**src/rtl/loa_acc_pkg.sv**
```systemverilog
// Shared types and sizing helpers for the lower-part-OR accumulator.
package loa_acc_pkg;

  typedef enum logic [1:0] {
    IDLE  = 2'd0,
    ACCUM = 2'd1,
    HOLD  = 2'd2
  } state_e;

  // Term counter must be able to represent NUM_TERMS itself.
  function automatic int cnt_w(input int num_terms);
    return $clog2(num_terms + 1);
  endfunction

endpackage

```
**src/rtl/loa_adder.sv**
```systemverilog
// Combinational lower-part-OR approximate adder; sum_o[ADDER_LENGTH] is the carry-out.
module loa_adder #(
  parameter int ADDER_LENGTH   = 32,
  parameter int IMPRECISE_PART = 8
) (
  input  logic [ADDER_LENGTH-1:0] a_i,
  input  logic [ADDER_LENGTH-1:0] b_i,
  output logic [ADDER_LENGTH:0]   sum_o
);

  localparam int UW = ADDER_LENGTH - IMPRECISE_PART;

  logic [IMPRECISE_PART-1:0] low;
  logic                      carry;
  logic [UW:0]               upper;

  assign low   = a_i[IMPRECISE_PART-1:0] | b_i[IMPRECISE_PART-1:0];
  // The only carry into the exact part comes from the top imprecise bit pair.
  assign carry = a_i[IMPRECISE_PART-1] & b_i[IMPRECISE_PART-1];
  assign upper = {1'b0, a_i[ADDER_LENGTH-1:IMPRECISE_PART]}
               + {1'b0, b_i[ADDER_LENGTH-1:IMPRECISE_PART]}
               + {{UW{1'b0}}, carry};
  assign sum_o = {upper, low};

endmodule

```
**src/rtl/loa_accumulator.sv**
```systemverilog
// Folds NUM_TERMS operands into one LOA partial sum with a registered valid/ready output.
// Build option: define LOA_ACC_SAT_EN to saturate the accumulator on carry-out instead of wrapping.
module loa_accumulator
  import loa_acc_pkg::*;
#(
  parameter int DATA_WIDTH     = 16,
  parameter int ACC_WIDTH      = 32,
  parameter int IMPRECISE_PART = 8,
  parameter int NUM_TERMS      = 4
) (
  input  logic                  clk,
  input  logic                  rst_n,
  input  logic                  acc_clr,
  input  logic                  in_valid,
  output logic                  in_ready,
  input  logic [DATA_WIDTH-1:0] in_data,
  output logic                  out_valid,
  input  logic                  out_ready,
  output logic [ACC_WIDTH-1:0]  out_sum,
  output logic                  out_ovf,
  output logic                  busy
);

  localparam int                CNT_W = cnt_w(NUM_TERMS);
  localparam logic [CNT_W-1:0]  LAST  = CNT_W'(NUM_TERMS);

  state_e                 state_q, state_d;
  logic [ACC_WIDTH-1:0]   acc_q, acc_d;
  logic [CNT_W-1:0]       cnt_q, cnt_d;
  logic                   sticky_q, sticky_d;
  logic                   out_valid_q, out_valid_d;
  logic [ACC_WIDTH-1:0]   out_sum_q, out_sum_d;
  logic                   out_ovf_q, out_ovf_d;

  logic [ACC_WIDTH-1:0]   operand;
  logic [ACC_WIDTH:0]     loa_sum;
  logic                   carry;
  logic [ACC_WIDTH-1:0]   acc_step;
  logic                   accept;
  logic [ACC_WIDTH-1:0]   term_acc;
  logic                   term_sticky;
  logic [CNT_W-1:0]       term_cnt;

  assign operand = ACC_WIDTH'(in_data);

  loa_adder #(
    .ADDER_LENGTH   (ACC_WIDTH),
    .IMPRECISE_PART (IMPRECISE_PART)
  ) u_loa_adder (
    .a_i   (acc_q),
    .b_i   (operand),
    .sum_o (loa_sum)
  );

  assign carry = loa_sum[ACC_WIDTH];

`ifdef LOA_ACC_SAT_EN
  assign acc_step = carry ? {ACC_WIDTH{1'b1}} : loa_sum[ACC_WIDTH-1:0];
`else
  assign acc_step = loa_sum[ACC_WIDTH-1:0];
`endif

  assign in_ready  = !acc_clr && (state_q != HOLD || out_ready);
  assign accept    = in_valid && in_ready;
  assign out_valid = out_valid_q;
  assign out_sum   = out_sum_q;
  assign out_ovf   = out_ovf_q;
  assign busy      = (state_q != IDLE);

  always_comb begin
    state_d     = state_q;
    acc_d       = acc_q;
    cnt_d       = cnt_q;
    sticky_d    = sticky_q;
    out_valid_d = out_valid_q;
    out_sum_d   = out_sum_q;
    out_ovf_d   = out_ovf_q;

    // First term of a group (from IDLE or reloading out of HOLD) loads exactly.
    term_acc    = operand;
    term_sticky = 1'b0;
    term_cnt    = CNT_W'(1);
    if (state_q == ACCUM) begin
      term_acc    = acc_step;
      term_sticky = sticky_q | carry;
      term_cnt    = cnt_q + CNT_W'(1);
    end

    if (acc_clr && state_q != HOLD) begin
      acc_d    = '0;
      cnt_d    = '0;
      sticky_d = 1'b0;
      state_d  = IDLE;
    end else if (accept) begin
      acc_d    = term_acc;
      sticky_d = term_sticky;
      if (term_cnt == LAST) begin
        cnt_d       = '0;
        out_sum_d   = term_acc;
        out_ovf_d   = term_sticky;
        out_valid_d = 1'b1;
        state_d     = HOLD;
      end else begin
        cnt_d       = term_cnt;
        out_valid_d = 1'b0;
        state_d     = ACCUM;
      end
    end else if (state_q == HOLD && out_ready) begin
      out_valid_d = 1'b0;
      state_d     = IDLE;
    end
  end

  always_ff @(posedge clk or negedge rst_n) begin
    if (!rst_n) begin
      state_q     <= IDLE;
      acc_q       <= '0;
      cnt_q       <= '0;
      sticky_q    <= 1'b0;
      out_valid_q <= 1'b0;
      out_sum_q   <= '0;
      out_ovf_q   <= 1'b0;
    end else begin
      state_q     <= state_d;
      acc_q       <= acc_d;
      cnt_q       <= cnt_d;
      sticky_q    <= sticky_d;
      out_valid_q <= out_valid_d;
      out_sum_q   <= out_sum_d;
      out_ovf_q   <= out_ovf_d;
    end
  end

endmodule

```
**config.mk**
```make
export PLATFORM = sky130hd
export DESIGN_NAME = loa_accumulator
export DESIGN_NICKNAME = d
export VERILOG_FILES = /design/src/rtl/loa_acc_pkg.sv /design/src/rtl/loa_adder.sv /design/src/rtl/loa_accumulator.sv
export SDC_FILE = /design/constraint.sdc
export NUM_CORES = 1
export LEC_CHECK = 0
export ABC_AREA = 1
export CAP_MARGIN = 10
export CORE_ASPECT_RATIO = 0.7
export CORE_MARGIN = 3
export CORE_UTILIZATION = 61
export CTS_BUF_LIST = sky130_fd_sc_hd__clkbuf_8
export DETAILED_ROUTE_END_ITERATION = 10
export HOLD_SLACK_MARGIN = 0.15
export MAX_ROUTING_LAYER = met4
export PLACE_DENSITY = 0.87
export REMOVE_ABC_BUFFERS = 1
export SYNTH_ARGS = -nofsm -noshare
export SYNTH_HDL_FRONTEND = slang
export SYNTH_SLANG_ARGS = --single-unit
```
**constraint.sdc**
```tcl
create_clock -name clk -period 6.23 [get_ports clk]
set_clock_uncertainty 0.2 [all_clocks]
set_input_delay 1.246 -clock clk [delete_from_list [all_inputs] [get_ports clk]]
set_output_delay 1.246 -clock clk [all_outputs]
set_load 0.01 [all_outputs]
```
==> parameters.txt <==
Parameter                              Value

STA
  Setup repair after global routing missed its margin ... false
  Fraction of the cycle the final worst path needs ... 62.7%
  Final hold violation count ... 0
  Worst-margin pin slew ... just over 0.9 ns
  Post-route minimum period ... roughly 3.9 ns
  Headroom to the max-slew limit ... 38.9%
  Highest achievable clock rate ... about 260 MHz
  Final Setup Violations ... 0
  Number of max-slew violations in the final report ... 0
  Accumulated negative setup slack ... 0 ns

Pwr
  Proportion of power drawn by flip-flops and latches ... a little under half
  Static leakage ... around 2.4 nW
  Internal power of the cells ... roughly 0.74 mW
  Max VDD drop ... roughly 0.14 mV
  Clock network fraction of total power ... between 30% and 40%
  Power density cells ... about 220 mW/mm²
  Final Power ... ~1.0 mW
  Net Switching ... 0.296 mW
  Combinational power share ... 15.5%
  Sw frac ... between 20% and 30%

Synth
  Largest family of logic cells by synthesized area ... simple AND/OR/NAND/NOR gates
  Synthesized area per cell ... around 7.6 µm²
  Async S/R FF share, synth ... 100%
  Post-synthesis register bit count ... 72
  Commonest register cell after synthesis ... sky130_fd_sc_hd__dfrtp_1
  Netlist Area Pre-Place ... approximately 0.004 mm²
  Seq/Total Area, Yosys ... ~44%
  Synth warnings ... 0
  Xor/xnor share of the synthesized area ... 0.865%
  Number of enable-type register cells in the synthesized netlist ... 0
  Complex-gate fraction of the synthesized area ... ~9%
  Share of synthesized cell area in and, or, nand and nor gates ... about a third
  Post-synthesis share of cell area spent on full adders, half adders and majority gates ... 3.46%
  Multiplexer share of the synthesized area ... 0%
  Number of library cell types mapped by synthesis ... 42
  Number of instances in the synthesized netlist ... around 530

Clocking
  Cts bufs inserted ... 9
  Worst skew pair latency ... ~0.34 ns
  CTS tree ... yes
  Post-CTS resize count ... 0
  Num Clock Sinks ... 72
  Number of buffers added to fix hold violations after cts ... 0
  Htree depth ... 3
  Max clock buf depth ... 2
  Post-CTS repair timing setup buffer count ... 0
  Clk pin slew, worst setup/hold paths ... roughly 0.08 ns
  Clock tree root buffer cell ... sky130_fd_sc_hd__clkbuf_8

Worst setup path
  Delay of the slowest cell on the worst path ... approximately 0.55 ns
  Startpoint types ... input port
  Ordered list of cells on the worst path ... clkdlybuf4s50_1 -> inv_1 -> o21ai_1 -> inv_2 -> clkdlybuf4s50_1
  Max Fanout on Critical Path ... 2
  Crit. End Element ... primary output
  WS Path Type ... input port to primary output
  Most used cell along the critical path ... sky130_fd_sc_hd__clkdlybuf4s50_1
  Slowest CP cell ... sky130_fd_sc_hd__clkdlybuf4s50_1
  Required @ worst endpoint ... around 4.8 ns
  Crit path DAT ... approximately 2.5 ns

Finish
  Share of cells above drive strength 1 ... approximately 7.1%
  Number of diodes ... 0
  Leading cell type in the layout, fill and taps excluded ... sky130_fd_sc_hd__nand2_1
  Synthesis-to-layout area growth ... 19.0%
  Design Area, Final ... ~0.0048 mm²
  Number of filler instances in the final layout ... roughly 480
  Highest-count cells in the layout ignoring fill and taps ... sky130_fd_sc_hd__nand2_1 (203), sky130_fd_sc_hd__dfrtp_1 (72), sky130_fd_sc_hd__clkdlybuf4s50_1 (55)
  Layout net count ... approximately 610

Floorplan
  Initial cell density of the core ... 63.9%
  Boundary pin count ... between 50 and 60
  Std-Cell Core Area ... roughly 0.0063 mm²
  DIE AREA ... ~0.0077 mm²
  Chip Width ... between 100 and 150 µm
  Number of standard-cell rows in the floorplan ... 24
  Vertical die dimension ... around 74 µm

Detailed routing
  Number of optimization iterations in the first detailed-route pass ... 6
  Detailed-route via count ... between 3,000 and 4,000
  Drt wl/cell ... 14.7 µm
  Iteration-0 DRC count of the detailed router ... a little over 500
  Remaining routing DRC violations ... 0
  Total routed wirelength ... 9.96 mm
  Ratio of routed vias to standard cells ... between 5 and 6
  Number of antenna-violating nets in the routed design ... 0

Global route
  Pin count of the biggest net entering global routing ... 73
  Number of antenna violations at the first check in global routing ... 0
  Global-route wire length before repair ... 17.2 mm
  Via count of the first global-routing pass ... between 3,000 and 4,000
  Gr usage total ... slightly below 30%
  Residual overflow from global routing ... 0

Place
  Routability-driven placement congestion ratio ... roughly 0.9
  Port-buffer cells ... 56
  Post-DP Area ... around 0.0046 mm²
  Detailed placement HPWL ... around 6.7 mm

Min path
  Worst hold path type ... flip-flop to flip-flop

Run
  MaxCap Viol Count ... 0

Outcome
  Run status ... finished clean
layer usage:
layer | share of wire, % | wire length (µm) | global-route usage (%)
met5 | 0 | 0 | -
met4 | 2.1 | 214 | 10.8
met2 | 45 | 4440 | 44.5
met1 | 45 | 4460 | 38.6
met3 | 8.5 | 851 | 7.59
metrics by stage:
stage / hold slack [ns] / setup WS (ns) / std cells / util [%]
3_3_place_gp: 0.260 / 2.34 / 663 / 72.8
4_1_cts: 0.285 / 2.32 / 679 / 76.1
6_report: 0.280 / 2.32 / 679 / 76.1
2_1_floorplan: 0.243 / 2.98 / 514 / -
5_1_grt: 0.307 / 2.24 / 679 / 76.1
3_5_place_dp: 0.264 / 2.25 / 663 / 72.8
Yosys cell counts (2+ instances only):
master                     instances  area share (%)
sky130_fd_sc_hd__a21oi_1          12             1.5
sky130_fd_sc_hd__dfrtp_1          72              44
sky130_fd_sc_hd__nand3_1          35             4.3
sky130_fd_sc_hd__inv_1            45             4.2
sky130_fd_sc_hd__o22ai_1           5            0.77
sky130_fd_sc_hd__o21ai_2           9             1.9
sky130_fd_sc_hd__nand4_1          27             4.2
sky130_fd_sc_hd__nand3b_1          7             1.3
sky130_fd_sc_hd__buf_6             4             1.1
sky130_fd_sc_hd__fa_1              2            0.99
sky130_fd_sc_hd__buf_4             5            0.93
sky130_fd_sc_hd__nor2_1           29             2.7
sky130_fd_sc_hd__buf_2             5            0.62
sky130_fd_sc_hd__inv_2             4            0.37
sky130_fd_sc_hd__ha_1              8             2.5
sky130_fd_sc_hd__nand2_2           2            0.31
sky130_fd_sc_hd__nand2_1         203              19
sky130_fd_sc_hd__o21ai_1          11             1.4
sky130_fd_sc_hd__xnor2_1           4            0.86
sky130_fd_sc_hd__o21ai_0          20             2.5
power groups by stage:
stage	Clock, mW	Combinational [mW]	Sequential (mW)
2_1_floorplan	0	0.0928	0.503
3_3_place_gp	0	0.154	0.502
3_5_place_dp	0	0.159	0.503
4_1_cts	0.388	0.160	0.493
5_1_grt	0.411	0.181	0.496
6_report	0.382	0.161	0.494
state kept, by name, indices dropped and copies added, names as in the netlist:
signal,count
acc_q,32
sticky_q,1
out_ovf,1
state_q,2
out_valid,1
cnt_q,3
out_sum,32
logic make-up after synthesis:
| group | count (synthesis) |
|---|---|
| xor+xnor | 4 |
| buf+inv | 68 |
| simple gates | 315 |
| fa+ha+maj | 10 |
| flops | 72 |
| compound gates | 62 |
critical path: cells and delay by family:
kind	cells	cell delay, ns
AO/OA/AOI/OAI	1	0.07
buffers and inverters	4	1.15
final cells by class:
type	count	area, µm²	area share [%]
Clock buffer	10	138	2.86
Inverter	51	194	4.02
Tap cell	91	114	2.36
Clock inverter	6	67.6	1.40
Multi-Input combinational cell	391	1930	40.1
Sequential cell	72	1800	37.4
Timing Repair Buffer	58	571	11.8
final timing paths:
kind                               end  depth (start not counted)        start  slack, ns
setup / recovery              in_ready                          5      acc_clr       2.32
hold / removal             out_sum[13]                          2  out_sum[13]       0.28
setup reg to reg           out_sum[12]                          9   state_q[1]       3.40
hold reg to reg            out_sum[13]                          2  out_sum[13]       0.28
max in group asynchronous   out_sum[8]                          2        rst_n       4.31
min in group asynchronous    acc_q[10]                          2        rst_n       0.89
Note: power is estimated with default switching activity, not from simulation.
